==> src/rtl/dmem_wb_arbiter.sv <==
// Data-memory arbiter (load/store round-robin) plus RF write-port sharing between
// load return data (always wins) and ALU writeback (back-pressured one cycle).
module dmem_wb_arbiter #(
    parameter int DMEM_DEPTH      = 1024,
    parameter int DMEM_ADDR_WIDTH = $clog2(DMEM_DEPTH),
    parameter int PRF_ADDR_WIDTH  = 6
) (
    input  logic                       clk,
    input  logic                       rst,
    input  logic                       ld_valid,
    output logic                       ld_ready,
    input  logic [31:0]                ld_addr,
    input  logic [PRF_ADDR_WIDTH-1:0]  ld_rd,
    input  logic                       st_valid,
    output logic                       st_ready,
    input  logic [31:0]                st_addr,
    input  logic [31:0]                st_data,
    input  logic                       alu_wb_valid,
    output logic                       alu_wb_ready,
    input  logic [PRF_ADDR_WIDTH-1:0]  alu_wb_addr,
    input  logic [31:0]                alu_wb_data,
    output logic                       dmem_en,
    output logic                       dmem_we,
    output logic [DMEM_ADDR_WIDTH-1:0] dmem_addr,
    output logic [31:0]                dmem_din,
    input  logic [31:0]                dmem_dout,
    output logic                       rf_wr_en,
    output logic [PRF_ADDR_WIDTH-1:0]  rf_wr_addr,
    output logic [31:0]                rf_wr_data,
    output logic                       err_addr
);

    function automatic logic addr_oor(input logic [31:0] a);
        return |a[31:DMEM_ADDR_WIDTH+2];
    endfunction

    function automatic logic addr_misaligned(input logic [31:0] a);
        return |a[1:0];
    endfunction

    logic                      rr_ptr;      // 0: load preferred, 1: store preferred
    logic                      ld_pend;
    logic                      ld_oor_p1;
    logic [PRF_ADDR_WIDTH-1:0] ld_rd_p1;
    logic                      err_p1;

    logic        grant_ld;
    logic        grant_st;
    logic        access;
    logic        sel_oor;
    logic        sel_mis;
    logic [31:0] sel_addr;

    // Stage 0: combinational grant and RAM access
    always_comb begin
        grant_ld  = rst && ld_valid && (!st_valid || !rr_ptr);
        grant_st  = rst && st_valid && !grant_ld;
        access    = grant_ld || grant_st;
        sel_addr  = grant_ld ? ld_addr : st_addr;
        sel_oor   = addr_oor(sel_addr);
        sel_mis   = addr_misaligned(sel_addr);

        ld_ready  = grant_ld;
        st_ready  = grant_st;
        dmem_en   = access && !sel_oor;
        dmem_we   = dmem_en && grant_st;
        dmem_addr = dmem_en ? sel_addr[DMEM_ADDR_WIDTH+1:2] : '0;
        dmem_din  = dmem_we ? st_data : '0;
    end

    // Stage 1: load return tracking, error pulse and round-robin pointer
    always_ff @(posedge clk) begin
        if (!rst) begin
            ld_pend   <= 1'b0;
            ld_oor_p1 <= 1'b0;
            err_p1    <= 1'b0;
            rr_ptr    <= 1'b0;
        end else begin
            ld_pend <= grant_ld;
            if (grant_ld)
                ld_oor_p1 <= sel_oor;
            err_p1 <= access && (sel_oor || sel_mis);
            // Only contended grants move the pointer
            if (ld_valid && st_valid)
                rr_ptr <= ~rr_ptr;
        end
    end

    always_ff @(posedge clk) begin
        if (grant_ld)
            ld_rd_p1 <= ld_rd;
    end

    // RF write port: pending load return beats ALU writeback
    always_comb begin
        rf_wr_en     = 1'b0;
        rf_wr_addr   = '0;
        rf_wr_data   = '0;
        alu_wb_ready = rst && !ld_pend;
        if (rst) begin
            if (ld_pend) begin
                rf_wr_en   = 1'b1;
                rf_wr_addr = ld_rd_p1;
                rf_wr_data = ld_oor_p1 ? 32'd0 : dmem_dout;
            end else if (alu_wb_valid) begin
                rf_wr_en   = 1'b1;
                rf_wr_addr = alu_wb_addr;
                rf_wr_data = alu_wb_data;
            end
        end
    end

    assign err_addr = rst && err_p1;

endmodule
==> config.mk <==
export PLATFORM = sky130hd
export DESIGN_NAME = dmem_wb_arbiter
export DESIGN_NICKNAME = d
export VERILOG_FILES = /design/src/rtl/dmem_wb_arbiter.sv
export SDC_FILE = /design/constraint.sdc
export NUM_CORES = 1
export LEC_CHECK = 0
export BUFFER_PORTS_ARGS = -buffer_cell sky130_fd_sc_hd__buf_2
export CORE_AREA = 2 2 103 105
export DETAILED_ROUTE_END_ITERATION = 10
export DIE_AREA = 0 0 105 107
export MAX_ROUTING_LAYER = met4
export SLEW_MARGIN = 20
export SYNTH_ARGS = -nofsm -noshare
export SYNTH_HDL_FRONTEND = slang
export SYNTH_SLANG_ARGS = --single-unit
==> constraint.sdc <==
create_clock -name clk -period 1.9 [get_ports clk]
set_input_delay 0.19 -clock clk [delete_from_list [all_inputs] [get_ports clk]]
set_output_delay 0.19 -clock clk [all_outputs]
set_load 0.005 [all_outputs]
==> summary.txt <==
Status
  – Status: complete, but fails checks
  – Failing checks: negative setup slack

Timing
  – Fin. max-slew vios: 0
  – Worst Clk Skew: 0.00190 ns
  – Relative slew slack: around 75%
  – Setup ws final: -0.0164 ns
  – Final setup viols: 6
  – FMAX: about 520 MHz
  – RSZ-0062 raised after global routing: yes
  – Hold WS: 0.126 ns
  – Final Cycle Share: 101%
  – Setup TNS: -0.0494 ns
  – Final Hold Viols: 0
  – Worst-Margin Slew: between 0.3 and 0.4 ns
  – Tmin final: around 1.9 ns

Clocking
  – Clock sinks: 10
  – Root Driver: clkbuf_8
  – Cts bufs inserted: 3
  – CTS tree: built
  – Clk buf depth: 2
  – Worst-Skew Late Latency: 0.24 ns
  – H-Tree Depth: 1
  – Clock-pin slew on the worst setup and hold paths: 0.05 ns

Cells and area
  – Final Cell Area: 0.00353 sq mm
  – Final #Nets: 688
  – Share of cells above drive strength 1: 66.3%
  – Synthesis-to-layout area growth: 130%
  – Non-filler cells, final: 646
  – Post-layout utilization of the core: 34.9%
  – N_diodes: 0

Placement
  – Hpwl dp: 6140 um
  – Placed insts: 628
  – Worst slack, placed: -0.291 ns
  – GP Congestion: just under 0.8
  – Cell Area, Placed: approximately 0.003 sq mm
  – IO buf count: 263

Synthesis
  – Syn_area_per_cell: 6.40 sq um
  – Main area contributors after synthesis: nor2b_1 16%, and2_1 14%, a21oi_1 14%
  – Synth top area share: 16.4%
  – Yosys top cell by area: nor2b_1
  – Share of synthesized flip-flops with an asynchronous set or reset: 0%
  – Cells after synthesis: roughly 240
  – Syn nets: 416
  – Post-synthesis cell area: about 0.0015 sq mm
  – Xor-xnor portion of the synthesized cell area: 0.572%
  – Most used flip-flop cell after synthesis: edfxtp_1
  – Yosys cell types: 24
  – Commonest cells post-synth: 43 x a21oi_1, 40 x nor2b_1, 35 x and2_1, 33 x nor2_1, 28 x nand2_1
  – Combinational family with the most area after synthesis: simple AND/OR/NAND/NOR gates
  – Register area share after synthesis: between 10% and 20%
  – Synth Area in Compound Gates: approximately a fifth
  – Top-count cell post-synth: a21oi_1
  – Simple-Gate Fraction of Synth Area: 54.9%
  – EDFF count, synth: 6
  – Synth Area in Adders: 0%
  – Mux cell area share after synthesis: 0%
  – Yosys warns: 0
  – Number of synthesized register bits: 10

Floorplanning
  – Io pins: ~260
  – Number of placement rows: 37
  – Die width: 105 um
  – Core box area: 0.0101 sq mm
  – Die area: 0.0112 sq mm
  – Starting Density: 15.2%
  – DIE HEIGHT: 107 um

Worst setup path
  – Crit path kind: flop to output port
  – Crit-path cells: nand2_2 > nand3_4 > inv_4 > nor4_4 > buf_6 > o221ai_4 > a21oi_2 > buf_2
  – Worst path required time: 1.71 ns
  – Worst Path Arrival: 1.73 ns
  – CP Max Fanout: 8
  – Largest stage delay, worst path: 0.34 ns
  – CP Capture Type: output port
  – Crit-path slowest cell: dfxtp_2
  – Startpoint Class: flop

Run
  – MaxCap Viol Count: 0

Drt
  – Routed via count divided by cell count: 4.26
  – Vias: 2754
  – First DRT Iteration DRCs: about 160
  – Routed wire length: 8370 um
  – DRC Markers: 0
  – Avg WL per Cell: 13.0 um
  – Post-DRT Antenna Nets: 0
  – Detailed Routing Iterations Pass 1: 4

GRT
  – Global-route wire length before repair: 12200 um
  – Vias in the first global route: 2627
  – Gr ovfl total: 0
  – Gr usage total: 13.6%
  – Largest net degree at the start of global routing: 39
  – Antenna violations before repair: 0

Power
  – Leak pwr: approximately 1.9 nW
  – PD cells: around 280 mW/mm^2
  – Pwr Total: 0.988 mW
  – VDD IR-drop max: 0.187 mV

Worst hold path
  – Hold WC Path Type: input port to flop
-- critical path, delay by kind of cell (launching register included) --
kind / cells / cell delay, ns
AO/OA/AOI/OAI: 2 / 0.34
flip-flops: 1 / 0.34
AND/OR/NAND/NOR: 3 / 0.42
buffers and inverters: 3 / 0.37
-- final cells by class --
class,instances,area [sq um]
fillers,1092,6570
repair buffers,280,1620
multi-input cells,212,1400
flip-flops and latches,10,262
well taps,136,170
clock buffers,4,55.1
inverters,4,17.5
-- cell usage in the layout, fill, tap and decap left out, types with 2 or more instances in the layout --
cell type  Yosys  routed
buf_2          0     236
nor2b_1       40      39
a21oi_1       43      34
nor2_1        33      33
buf_6          4      30
nand2_1       28      27
and2_4         0      24
buf_4          0      14
and2_1        35      11
a21oi_2        0       9
edfxtp_1       6       6
a22oi_1        5       5
nor4_1         8       5
o21a_4         1       5
clkbuf_8       0       4
nor4_4         2       3
inv_1          4       3
dfxtp_1        4       3
or4_4          2       2
nor4_2         0       2
o221ai_4       0       2
nor3_1         2       2
-- logic make-up after synthesis --
logic type	count (synthesis)
buffers and inverters	22
and+or+nand+nor	152
AOI/OAI and AO/OA	54
xor gates and xnor gates	1
DFF	10
-- report_power, final --
group	leakage (nW)	switching (mW)	total (mW)	internal, mW
sequential	0.0899	0.00671	0.251	0.245
combinational	1.79	0.217	0.468	0.251
clock	0.0288	0.0855	0.268	0.182
total	1.91	0.309	0.988	0.678
-- per-layer routing --
layer / vias up / part of all wire (%) / GRT usage [%]
li1: 1350 / - / -
met1: 1232 / 36 / 13.4
met5: - / 0 / -
met3: 6 / 8.8 / 2.25
met4: 0 / 0.51 / 2.19
met2: 166 / 55 / 28.0
-- flip-flops by register name (all words and copies together), names as in the netlist --
register   flops
rr_ptr         1
err_p1         1
ld_rd_p1       6
ld_oor_p1      1
ld_pend        1
-- path summary, 6_finish.rpt --
kind,cells past startpoint,from,to,slack (ns)
max,8,rr_ptr,dmem_addr[8],-0.02
min,1,ld_rd[5],ld_rd_p1[5],0.13
max reg2reg,8,rr_ptr,err_p1,0.40
min reg2reg,2,ld_oor_p1,ld_oor_p1,0.51
-- timing repair --
| item | 4_1_cts | 5_1_grt |
|---|---|---|
| pin swaps | 16 | 27 |
| hold buffers | 0 | 0 |
| setup buffers | 6 | 3 |
| gates resized for setup | 20 | 62 |
| gates cloned | 6 | 0 |
| setup endpoints to repair | 44 | 44 |
Power figures use the tool's default switching activity.
